===== src/rtl/uninasoc_gpio_irq.sv =====
// uninasoc_gpio_irq
// -----------------------------------------------------------------------------
// GPIO peripheral with NUM_GPIO_IN synchronised inputs and NUM_GPIO_OUT outputs.
// Each input has programmable edge detection (rising or falling), a sticky
// interrupt status bit (write-1-to-clear) and an enable. The enabled status
// bits are OR-reduced into one registered level interrupt.
//
// Register map (byte offsets, addr_i[1:0] ignored):
//   0x00 IN         RO   synchronised input pins
//   0x04 OUT        RW   output pins
//   0x08 OUT_SET    WO   OUT |= wdata
//   0x0C OUT_CLR    WO   OUT &= ~wdata
//   0x10 IRQ_EN     RW   per-pin interrupt enable
//   0x14 IRQ_RISE   RW   per-pin edge select, 1 = rising, 0 = falling
//   0x18 IRQ_STATUS RW1C sticky edge-detected flags
//   >= 0x1C              unmapped: read data 0, err_o = 1, no state change
//
// Ports:
//   clk_i, rst_i         clock, asynchronous active-high reset
//   req_i, we_i          access request, 1 = write / 0 = read
//   addr_i, wdata_i      byte address and write data
//   gnt_o                grant (combinationally equal to req_i)
//   rvalid_o             response strobe, one cycle after each accepted request
//   rdata_o, err_o       read data and unmapped-access flag, valid with rvalid_o
//   gpio_in_i            asynchronous input pins
//   gpio_out_o           output pins (OUT register)
//   irq_o                registered level interrupt
//
// Bus handshake: a request is accepted in every cycle where req_i is high
// (gnt_o mirrors req_i, so there is no back-pressure). Exactly one response
// follows in the next cycle with rvalid_o high, for reads and writes alike;
// rdata_o/err_o are only meaningful while rvalid_o is high. Back-to-back
// requests produce back-to-back responses. A reset between request and
// response discards the response.
// -----------------------------------------------------------------------------
module uninasoc_gpio_irq #(
   parameter int NUM_GPIO_IN  = 8,
   parameter int NUM_GPIO_OUT = 8,
   parameter int SYNC_STAGES  = 2,
   parameter int DATA_WIDTH   = 32,
   parameter int ADDR_WIDTH   = 5
) (
   input  logic                                            clk_i,
   input  logic                                            rst_i,
   input  logic                                            req_i,
   input  logic                                            we_i,
   input  logic [ADDR_WIDTH-1:0]                           addr_i,
   input  logic [DATA_WIDTH-1:0]                           wdata_i,
   output logic                                            gnt_o,
   output logic                                            rvalid_o,
   output logic [DATA_WIDTH-1:0]                           rdata_o,
   output logic                                            err_o,
   input  logic [((NUM_GPIO_IN > 0) ? NUM_GPIO_IN : 1)-1:0]   gpio_in_i,
   output logic [((NUM_GPIO_OUT > 0) ? NUM_GPIO_OUT : 1)-1:0] gpio_out_o,
   output logic                                            irq_o
);

   localparam int IN_W  = (NUM_GPIO_IN  > 0) ? NUM_GPIO_IN  : 1;
   localparam int OUT_W = (NUM_GPIO_OUT > 0) ? NUM_GPIO_OUT : 1;

   // With zero pins the single spare bit is masked to 0 everywhere, so
   // the corresponding flops are constant and disappear in synthesis.
   localparam logic [IN_W-1:0]  IN_MASK  = (NUM_GPIO_IN  > 0) ? {IN_W{1'b1}}  : {IN_W{1'b0}};
   localparam logic [OUT_W-1:0] OUT_MASK = (NUM_GPIO_OUT > 0) ? {OUT_W{1'b1}} : {OUT_W{1'b0}};

   localparam logic [ADDR_WIDTH-1:0] OFF_IN     = ADDR_WIDTH'(32'h00);
   localparam logic [ADDR_WIDTH-1:0] OFF_OUT    = ADDR_WIDTH'(32'h04);
   localparam logic [ADDR_WIDTH-1:0] OFF_SET    = ADDR_WIDTH'(32'h08);
   localparam logic [ADDR_WIDTH-1:0] OFF_CLR    = ADDR_WIDTH'(32'h0C);
   localparam logic [ADDR_WIDTH-1:0] OFF_EN     = ADDR_WIDTH'(32'h10);
   localparam logic [ADDR_WIDTH-1:0] OFF_RISE   = ADDR_WIDTH'(32'h14);
   localparam logic [ADDR_WIDTH-1:0] OFF_STATUS = ADDR_WIDTH'(32'h18);

   // ---------------------------------------------------------------------------
   // Address decode
   // ---------------------------------------------------------------------------
   logic [ADDR_WIDTH-1:0] word_addr;
   logic                  mapped;
   logic                  wr;
   logic [IN_W-1:0]       wd_in;
   logic [OUT_W-1:0]      wd_out;
   logic                  unused_bits;

   assign word_addr   = {addr_i[ADDR_WIDTH-1:2], 2'b00};
   assign mapped      = (word_addr <= OFF_STATUS);
   assign wr          = req_i & we_i & mapped;
   assign wd_in       = wdata_i[IN_W-1:0] & IN_MASK;
   assign wd_out      = wdata_i[OUT_W-1:0] & OUT_MASK;
   assign unused_bits = ^{addr_i[1:0], wdata_i};
   assign gnt_o       = req_i;

   // ---------------------------------------------------------------------------
   // Input synchroniser and previous-value flop
   // ---------------------------------------------------------------------------
   logic [IN_W-1:0] sync_q [SYNC_STAGES];
   logic [IN_W-1:0] in_sync;
   logic [IN_W-1:0] prev_q;

   assign in_sync = sync_q[SYNC_STAGES-1];

   always_ff @(posedge clk_i or posedge rst_i) begin
      if (rst_i) begin
         for (int i = 0; i < SYNC_STAGES; i++) sync_q[i] <= '0;
         prev_q <= '0;
      end else begin
         sync_q[0] <= gpio_in_i & IN_MASK;
         for (int i = 1; i < SYNC_STAGES; i++) sync_q[i] <= sync_q[i-1];
         prev_q <= in_sync;
      end
   end

   // ---------------------------------------------------------------------------
   // Registers
   // ---------------------------------------------------------------------------
   logic [OUT_W-1:0] out_q;
   logic [IN_W-1:0]  irq_en;
   logic [IN_W-1:0]  irq_rise;
   logic [IN_W-1:0]  irq_status;
   logic [IN_W-1:0]  edge_det;
   logic [IN_W-1:0]  w1c;
   logic [IN_W-1:0]  status_next;

   always_ff @(posedge clk_i or posedge rst_i) begin
      if (rst_i) begin
         out_q    <= '0;
         irq_en   <= '0;
         irq_rise <= '0;
      end else if (wr) begin
         case (word_addr)
            OFF_OUT:  out_q    <= wd_out;
            OFF_SET:  out_q    <= out_q | wd_out;
            OFF_CLR:  out_q    <= out_q & ~wd_out;
            OFF_EN:   irq_en   <= wd_in;
            OFF_RISE: irq_rise <= wd_in;
            default:  ;
         endcase
      end
   end

   // Edge select is per pin; prev is not touched when IRQ_RISE changes.
   assign edge_det = (irq_rise & in_sync & ~prev_q) | (~irq_rise & ~in_sync & prev_q);

   always_comb begin
      w1c = '0;
      if (wr && (word_addr == OFF_STATUS)) w1c = wd_in;
   end

   // A new edge overrides a simultaneous W1C so the event is never lost.
   assign status_next = (edge_det | (irq_status & ~w1c)) & IN_MASK;

   always_ff @(posedge clk_i or posedge rst_i) begin
      if (rst_i) begin
         irq_status <= '0;
         irq_o      <= 1'b0;
      end else begin
         irq_status <= status_next;
         irq_o      <= |(irq_status & irq_en);
      end
   end

   assign gpio_out_o = out_q;

   // ---------------------------------------------------------------------------
   // Read mux and response register
   // ---------------------------------------------------------------------------
   logic [DATA_WIDTH-1:0] rdata_next;

   always_comb begin
      rdata_next = '0;
      case (word_addr)
         OFF_IN:     rdata_next = DATA_WIDTH'(in_sync);
         OFF_OUT:    rdata_next = DATA_WIDTH'(out_q);
         OFF_EN:     rdata_next = DATA_WIDTH'(irq_en);
         OFF_RISE:   rdata_next = DATA_WIDTH'(irq_rise);
         OFF_STATUS: rdata_next = DATA_WIDTH'(irq_status);
         default:    rdata_next = '0;
      endcase
   end

   always_ff @(posedge clk_i or posedge rst_i) begin
      if (rst_i) begin
         rvalid_o <= 1'b0;
         rdata_o  <= '0;
         err_o    <= 1'b0;
      end else begin
         rvalid_o <= req_i;
         rdata_o  <= req_i ? rdata_next : '0;
         err_o    <= req_i & ~mapped;
      end
   end

endmodule

===== config.mk =====
export PLATFORM = sky130hd
export DESIGN_NAME = uninasoc_gpio_irq
export DESIGN_NICKNAME = d
export VERILOG_FILES = /design/src/rtl/uninasoc_gpio_irq.sv
export SDC_FILE = /design/constraint.sdc
export NUM_CORES = 1
export LEC_CHECK = 0
export CAP_MARGIN = 20
export CORE_MARGIN = 2
export CORE_UTILIZATION = 46
export DETAILED_ROUTE_END_ITERATION = 7
export PLACE_DENSITY = 0.8
export SLEW_MARGIN = 5
export SYNTH_ARGS = -nofsm -noshare
export SYNTH_HDL_FRONTEND = slang
export SYNTH_SLANG_ARGS = --single-unit

===== constraint.sdc =====
create_clock -name clk_i -period 3.4 [get_ports clk_i]
set_clock_uncertainty 0.15 [all_clocks]
set_input_delay 0.85 -clock clk_i [delete_from_list [all_inputs] [get_ports clk_i]]
set_output_delay 0.85 -clock clk_i [all_outputs]
set_load 0.01 [all_outputs]

==> flow_summary.yaml <==
timing:
  rsz0062_at_grt: "false"
  finalCritPeriodShare: 0.8847
  hold_violations: 0
  setup-tns-final_ns: 0
  tightest_slew_ns: 0.6487
  relSlewSlack: 0.5656
  setup_violations: 0
  min_period_ns: 3.008
  fmax_mhz: 332.5
  drv_slew: 0
worst_setup_path:
  critPathRequiredTime_ns: 2.40
  critPathBufInv: 2
  cp-end-kind: "primary output"
  critPathMaxStageDelay_ns: 0.58
  crit_fanout: 7
  cp_cell_sequence: "clkdlybuf4s50_1, clkdlybuf4s50_1"
  cp_slowest_cell: "clkdlybuf4s50_1"
  worstSetupPathType: "input pin to primary output"
  worst_ep_arrival_time_ns: 2.01
  cpLargestDelayFamily: "buffers and inverters"
  crit_top_cell: "clkdlybuf4s50_1"
  startpoint_type: "input pin"
power_and_ir_drop:
  seqPwrFrac: 0.478
  vdd_drop_max_mv: 0.2744
  power_frac_clock: 0.365
  swShare: 0.2494
  p_sw_uw: 506.7
  intPower_uw: 1525
  comb_power_share: 0.157
  p_leak_uw: 0.001525
  pwr_density_cell_mw_per_mm2: 575.7
yosys:
  synth_ff_type: "dfrtp_1"
  synthesis.area_mm2: 0.002882
  synthArstFlopShare: 1.000
  synth.top_cells.by_count: "67 x dfrtp_1, 27 x buf_4, 20 x a22oi_1"
  postSynthCellCount: 229
  avgSynthCellArea_um2: 12.58
  yosys-top-cells-area: "dfrtp_1 58%, buf_4 7.0%, mux2_2 5.5%"
  yosys_warnings: 0
  synth_edf_count: 0
  synth.top_cell.area_share: 0.5818
  synth-seq-cells: 67
  synth_cell_types: 31
  synth.most_common_cell: "dfrtp_1"
  yosysTopAreaCell: "dfrtp_1"
  ys_seq_area_frac: 0.5818
finish:
  diodes: 0
  nets: 328
  area_delta_synth_final_pct: 22.45
  fin_cells: 359
  final_util: 0.5890
  design_area_mm2: 0.003528
  drive_above_1_share: 0.1725
route:
  drc_errors: 0
  vias_per_cell: 5.465
  post_drt_wl_per_cell_um: 16.84
  dr.pass1.iters: 4
  num_vias: 1962
  wl_um: 6047
  drt_iter0_drc: 171
  detail-route-antenna-nets: 0
grt:
  grt_pass1_wl_um: 10210
  overflow: 0
  busiest_layer: "met2"
  globalRouteMet2Util: 0.2786
  grt_max_degree: 68
  track_usage: 0.1922
  use_met1: 0.2675
  grtUsageMet3: 0.05268
  antenna_found_initial: 0
  first_global_vias: 1928
hold_path:
  min_path_type: "flop to flop"
clock_tree:
  clk_pin_slew_ns: 0.07
  htree_num_levels: 3
  hold_buffers: 0
  ctsResizeCount: 0
  clock_path_buffers: 2
  ctsRootBufferMaster: "clkbuf_8"
  cts_setup_buffers: 0
  cts.sinks: 67
  cts_buffers: 9
  insertion_delay_ns: 0.34
  cts_tree: "built"
die:
  die_x_um: 83.15
  row_count: 28
  die_y_um: 83.15
  start_util: 0.4810
  core_mm2: 0.005991
  die_area_mm2: 0.006913
  io_pins: 93
place:
  io_buffers: 42
  placed_cell_area_mm2: 0.003301
  placedCellCount: 343
  hpwl_um: 4061
  gp_congestion: 0.8086
run_status:
  status: "finished clean"
run:
  drv_cap: 0
[final timing paths]
check / slack, ns / cells after the start / from / to
max: 0.39 / 2 / req_i / gnt_o
min: 0.20 / 0 / sync_q[10] / in_sync[2]
min in group asynchronous: 0.71 / 3 / rst_i / sync_q[15]
max reg2reg: 2.14 / 3 / in_sync[2] / rdata_o[2]
max in group asynchronous: 2.06 / 3 / rst_i / rdata_o[7]
min reg2reg: 0.20 / 0 / sync_q[10] / in_sync[2]
[stage by stage]
| step | hold WS, ns | power (uW) | worst slack [ns] |
|---|---|---|---|
| floorplan | 0.1812 | 1170 | 0.7168 |
| global placement | 0.1820 | 1284 | 0.4238 |
| detailed placement | 0.1855 | 1300 | 0.3907 |
| CTS | 0.2001 | 2047 | 0.3838 |
| global route | 0.2027 | 2129 | 0.3311 |
| finish | 0.1972 | 2031 | 0.3922 |
[power groups by stage]
stage	sequential (uW)	combinational (uW)	clock [uW]
after floorplan	974	196	0
after global routing	985	348	796
after detailed placement	982	318	0
final	970	320	742
after CTS	969	320	758
after global placement	976	308	0
[state kept, by name, summed over array words and instances (netlist names)]
| name | count |
|---|---|
| irq_status | 8 |
| in_sync | 8 |
| gpio_out_o | 8 |
| prev_q | 8 |
| err_o | 1 |
| rvalid_o | 1 |
| irq_o | 1 |
| irq_en | 8 |
| irq_rise | 8 |
| rdata_o | 8 |
| sync_q | 8 |
[routing by layer]
metal	wire length, um	part of all wire
met1	2618	0.43
met2	2819	0.47
met3	457	0.076
met4	152	0.025
met5	0	0
[cells by family (layout without fill, tap and decap cells)]
| group | count (synthesis) | count (layout) | synth area share |
|---|---|---|---|
| multiplexers | 24 | 24 | 0.1042 |
| other | 1 | 24 | 0.001301 |
| flip-flops | 67 | 67 | 0.5819 |
| buffers and inverters | 36 | 68 | 0.09075 |
| AND/OR/NAND/NOR | 47 | 47 | 0.08511 |
| XOR/XNOR | 1 | 1 | 0.003040 |
| AO/OA/AOI/OAI | 53 | 53 | 0.1337 |
[area by class of cell]
cell class / count / area, um^2
inverters: 2 / 7.507
multi-input cells: 149 / 1030
fillers: 484 / 2462
flip-flops and latches: 67 / 1677
repair buffers: 50 / 493.0
well taps: 75 / 93.84
clock buffers: 12 / 155.1
clock inverters: 4 / 72.57
[placed cells by master (no fill, tap or decap), drive strengths merged, types with 2 or more instances in the layout]
| master | count |
|---|---|
| dfrtp | 67 |
| clkdlybuf4s50 | 42 |
| conb | 24 |
| mux2 | 24 |
| a22oi | 20 |
| nor2 | 17 |
| clkbuf | 12 |
| nand2 | 9 |
| o21ai | 9 |
| a21oi | 8 |
| nand3 | 8 |
| a221o | 8 |
| a22o | 8 |
| buf | 8 |
| and3b | 3 |
| nor2b | 2 |
| bufinv | 2 |
| inv | 2 |
| and3 | 2 |
Power figures use the tool's default switching activity.
